<file path="config.mk">
export PLATFORM = sky130hd
export DESIGN_NAME = fsm_seq_param
export DESIGN_NICKNAME = d
export VERILOG_FILES = /design/src/rtl/fsm_seq_param.sv
export SDC_FILE = /design/constraint.sdc
export NUM_CORES = 1
export LEC_CHECK = 0
export CAP_MARGIN = 10
export CELL_PAD_IN_SITES_DETAIL_PLACEMENT = 2
export CELL_PAD_IN_SITES_GLOBAL_PLACEMENT = 2
export CORE_MARGIN = 4
export CORE_UTILIZATION = 25
export DETAILED_ROUTE_END_ITERATION = 8
export GPL_TIMING_DRIVEN = 0
export PLACE_DENSITY_LB_ADDON = 0.08
export SKIP_CTS_REPAIR_TIMING = 1
export SLEW_MARGIN = 20
export SYNTH_ARGS = -nofsm -noshare
export SYNTH_HDL_FRONTEND = slang
export SYNTH_SLANG_ARGS = --single-unit
</file>
<file path="constraint.sdc">
create_clock -name clk -period 3.8 [get_ports clk]
set_clock_uncertainty 0.05 [all_clocks]
set_input_delay 0.76 -clock clk [delete_from_list [all_inputs] [get_ports clk]]
set_output_delay 0.76 -clock clk [all_outputs]
set_load 0.1 [all_outputs]
</file>
<file path="src/rtl/fsm_seq_param.sv">
// Parametrised mod-NUM_STATES state sequencer with up/down stepping, load,
// lock/keyed unlock, wrap and error pulses, and illegal-state recovery.
module fsm_seq_param #(
  parameter int STATE_W     = 3,
  parameter int NUM_STATES  = 6,
  parameter int RESET_STATE = 0,
  parameter int UNLOCK_KEY  = 5
) (
  input  logic               clk,
  input  logic               rst,
  input  logic [2:0]         user_input,
  input  logic [STATE_W-1:0] load_val,
  output logic [STATE_W-1:0] out,
  output logic               locked,
  output logic               wrap,
  output logic               err
);

  typedef enum logic [2:0] {
    CMD_HOLD   = 3'b000,
    CMD_UP     = 3'b001,
    CMD_DOWN   = 3'b010,
    CMD_LOAD   = 3'b011,
    CMD_LOCK   = 3'b100,
    CMD_UNLOCK = 3'b101
  } cmd_e;

  localparam logic [STATE_W-1:0] LAST_ST = STATE_W'(NUM_STATES - 1);
  localparam logic [STATE_W-1:0] RST_ST  = STATE_W'(RESET_STATE);
  localparam logic [STATE_W-1:0] KEY     = STATE_W'(UNLOCK_KEY);

  logic [STATE_W-1:0] state_p1, state_nxt;
  logic               locked_p1, locked_nxt;
  logic               wrap_p1, wrap_nxt;
  logic               err_p1, err_nxt;
  cmd_e               cmd;

  // Value lies inside the legal range 0..NUM_STATES-1 (compared at 32 bits so
  // NUM_STATES == 2**STATE_W is handled without overflow).
  function automatic logic in_range(input logic [STATE_W-1:0] v);
    return (32'(v) < NUM_STATES);
  endfunction

  // Step up with explicit wrap at the last legal state.
  function automatic logic [STATE_W+0:0] step_up(input logic [STATE_W-1:0] s);
    if (s == LAST_ST) return {1'b1, {STATE_W{1'b0}}};
    return {1'b0, s + STATE_W'(1)};
  endfunction

  // Step down with explicit wrap from state 0.
  function automatic logic [STATE_W+0:0] step_dn(input logic [STATE_W-1:0] s);
    if (s == '0) return {1'b1, LAST_ST};
    return {1'b0, s - STATE_W'(1)};
  endfunction

  assign cmd = cmd_e'(user_input);

  // Next-state, lock and pulse evaluation for every state/command pair.
  always_comb begin
    state_nxt  = state_p1;
    locked_nxt = locked_p1;
    wrap_nxt   = 1'b0;
    err_nxt    = 1'b0;
    if (!in_range(state_p1)) begin
      state_nxt = RST_ST;
      err_nxt   = 1'b1;
    end else if (locked_p1) begin
      case (cmd)
        CMD_HOLD, CMD_LOCK: ;
        CMD_UNLOCK: begin
          if (load_val == KEY) locked_nxt = 1'b0;
          else                 err_nxt    = 1'b1;
        end
        default: err_nxt = 1'b1;
      endcase
    end else begin
      case (cmd)
        CMD_HOLD, CMD_UNLOCK: ;
        CMD_UP:   {wrap_nxt, state_nxt} = step_up(state_p1);
        CMD_DOWN: {wrap_nxt, state_nxt} = step_dn(state_p1);
        CMD_LOAD: begin
          if (in_range(load_val)) state_nxt = load_val;
          else                    err_nxt   = 1'b1;
        end
        CMD_LOCK: locked_nxt = 1'b1;
        default:  err_nxt = 1'b1;
      endcase
    end
  end

  // Register stage: state, lock flag and one-cycle pulses; reset wins.
  always_ff @(posedge clk) begin
    if (rst) begin
      state_p1  <= RST_ST;
      locked_p1 <= 1'b0;
      wrap_p1   <= 1'b0;
      err_p1    <= 1'b0;
    end else begin
      state_p1  <= state_nxt;
      locked_p1 <= locked_nxt;
      wrap_p1   <= wrap_nxt;
      err_p1    <= err_nxt;
    end
  end

  assign out    = state_p1;
  assign locked = locked_p1;
  assign wrap   = wrap_p1;
  assign err    = err_p1;

endmodule

</file>
==> metrics.md <==
| Metric | Value |
|---|---|
| Status | `finished, final reports clean` |
| Inst Count DP | `96` |
| F_max | `379 MHz` |
| Clk Latency, worst-skew pair | `240 ps` |
| Clk buf depth | `2` |
| Number of CTS-inserted buffers | `3` |
| Leakage power | `between 0.2 and 0.25 nW` |
| Post-layout util | `36.3%` |
| Met2 WL post-DR | `706 um` |
| GR Overflow Total | `0` |
| Clk slew on worst S/H paths | `approximately 40 ps` |
| First-pass detailed-route iteration total | `3` |
| Hold WC Path Type | `reg -> reg` |
| IO Count | `14` |
| Relative slew slack | `a little over a third` |
| # fillers | `219` |
| Detailed placement HPWL | `1060 um` |
| Row count | `15` |
| Min Clock Period, post-route | `2640 ps` |
| Initial DRC Count | `3` |
| Final setup violating endpoints | `0` |
| Worst Tran Pin Value | `about 1000 ps` |
| CP Launch Type | `flop` |
| Maximum vdd drop | `0.176 mV` |
| WL met3 | `between 50 and 60 um` |
| Synth area leader | `dfxtp_1` |
| Initial antenna violation count | `0` |
| Area delta synth->final | `38.4%` |
| Initial Utilization | `between 20% and 30%` |
| Antenna Cells | `0` |
| Fin. max-slew vios | `0` |
| Wirelength, routed | `1350 um` |
| First-pass GRT wire length | `2250 um` |
| Post-layout instance count excluding filler cells | `99` |
| Max-cap violations | `0` |
| DR WL/cell | `13.7 um` |
| RSZ-0062 raised after global routing | `no` |
| Leading cell type in the layout, fill and taps excluded | `clkdlybuf4s50_1` |
| Worst Path Buf+Inv | `1` |
| Drt drc | `0` |
| Top cells by area, synth | `dfxtp_1, nor2_1, a21oi_1` |
| Via Count | `501` |
| Vias in the first global route | `between 500 and 600` |
| CTS Root Cell | `clkbuf_4` |
| Routability Congestion | `0.745` |
| WL met1 | `594 um` |
| Die area | `around 2600 um2` |
| Pin count of the biggest net entering global routing | `11` |
| Cell Area, Synth | `453 um2` |
| Worst-path fanout max | `6` |
| GRT Overall Usage | `a little under an eighth` |
| Setup CP Type | `reg -> out` |
| Final net count | `84` |
| CP Cell Sequence | `clkdlybuf4s50_1` |
| Ys Warns | `0` |
| Req. time, crit path | `2990 ps` |
| Synth Register Bits | `6` |
| Most frequent cells in the layout | `clkdlybuf4s50_1, nor2_1, dfxtp_1, a21oi_1` |
| Via density | `about 5.1` |
| CP Capture Type | `output pin` |
| Layout cell share with drive strength beyond 1 | `12.2%` |
| Mean post-synth cell area | `7.68 um2` |
| Top layer reached by signal wires | `met3` |
| Post-synthesis sequential area ratio | `26.5%` |
| H-Tree Depth | `1` |
| Slowest stage delay, CP | `1180 ps` |
| Clock Sinks | `6` |
| CTS tree | `built` |
| Cells after synthesis | `59` |
| Crit-path slowest cell | `clkdlybuf4s50_1` |
| Core Box Area | `about 1700 um2` |
| Post-route ant nets | `0` |
| Die span in x | `~51 um` |
| Final worst-path cycle share | `69.5%` |
| Critical path arrival | `1830 ps` |
| FF-to-FF setup slack | `between 2000 and 2500 ps` |
| CP top delay family | `buffers and inverters` |
| Share of the synthesized area in the top cell type | `26.5%` |
| Port Buffer Count | `12` |
| Die Y | `approximately 50 um` |
| Setup TNS | `0 ps` |
| Library cells used by synthesis | `29` |
| Hold Fails Final Rpt | `0` |
| Synth Net Count | `67` |
| Power Density | `326 nW/um2` |
[registers in the layout (all words and copies together) (netlist names)]
register / flops
out: 3
err: 1
locked: 1
wrap: 1
[worst paths after layout]
kind | from | endpoint | cells after the start
min reg2reg | locked$_SDFFE_PP0N_ | locked$_SDFFE_PP0N_ | 2
max | locked$_SDFFE_PP0N_ | locked | 1
min | locked$_SDFFE_PP0N_ | locked$_SDFFE_PP0N_ | 2
max reg2reg | out[0]$_SDFFE_PP0P_ | out[1]$_SDFFE_PP0P_ | 4
[per-stage QoR]
| stage | hold WS, ps | setup slack (ps) | power (W) | instance area [um2] |
|---|---|---|---|---|
| 6_report | 563 | 1160 | 0.000204 | 627 |
| 5_1_grt | 634 | 1070 | 0.000218 | 627 |
| 4_1_cts | 577 | 1130 | 0.000209 | 627 |
| 3_5_place_dp | 565 | 1290 | 0.000149 | 604 |
| 3_3_place_gp | 549 | 1300 | 0.000148 | 604 |
| 2_1_floorplan | 782 | 1730 | 0.000125 | 453 |
[report_power, final]
part / internal (W) / switching, W / total, W
clock network: 0.0000357 / 0.0000218 / 0.0000575
logic: 0.0000266 / 0.0000514 / 0.0000780
registers: 0.0000669 / 0.00000200 / 0.0000689
[cell usage after synthesis (all sizes together)]
cell type  instances
nor2               8
or3b               1
and3b              1
nor3               2
a31oi              2
o21a               2
dfxtp              6
nand2              4
o31a               1
or4b               1
nor3b              1
o22ai              1
nand4b             1
clkbuf             4
nand4              2
mux2               1
o21ai              2
o211ai             1
nor4b              1
a21oi              5
a311oi             1
o31ai              1
a32oi              1
or3                1
nand2b             1
and4bb             1
nor2b              1
buf                2
nand3              3
[layout make-up]
| class | count | area [um2] | area share (%) |
|---|---|---|---|
| tap | 25 | 31.3 | 4.99 |
| clock buffer | 3 | 22.5 | 3.59 |
| multi-input combinational | 47 | 295 | 47.1 |
| buffer | 6 | 37.5 | 5.99 |
| timing repair buffer | 12 | 120 | 19.2 |
| sequential | 6 | 120 | 19.2 |
[layer usage]
metal,vias up,GRT usage (%)
met2,8,20.0
met5,-,0
met3,0,5.64
met1,239,13.5
met4,0,0
li1,254,-
[logic make-up after synthesis]
kind of cell | after synthesis | share of synthesized area, %
buffers and inverters | 6 | 8.29
and+or+nand+nor | 29 | 38.4
DFF | 6 | 26.5
AOI/OAI and AO/OA | 17 | 24.3
muxes | 1 | 2.49
Note: power is estimated with default switching activity, not from simulation.
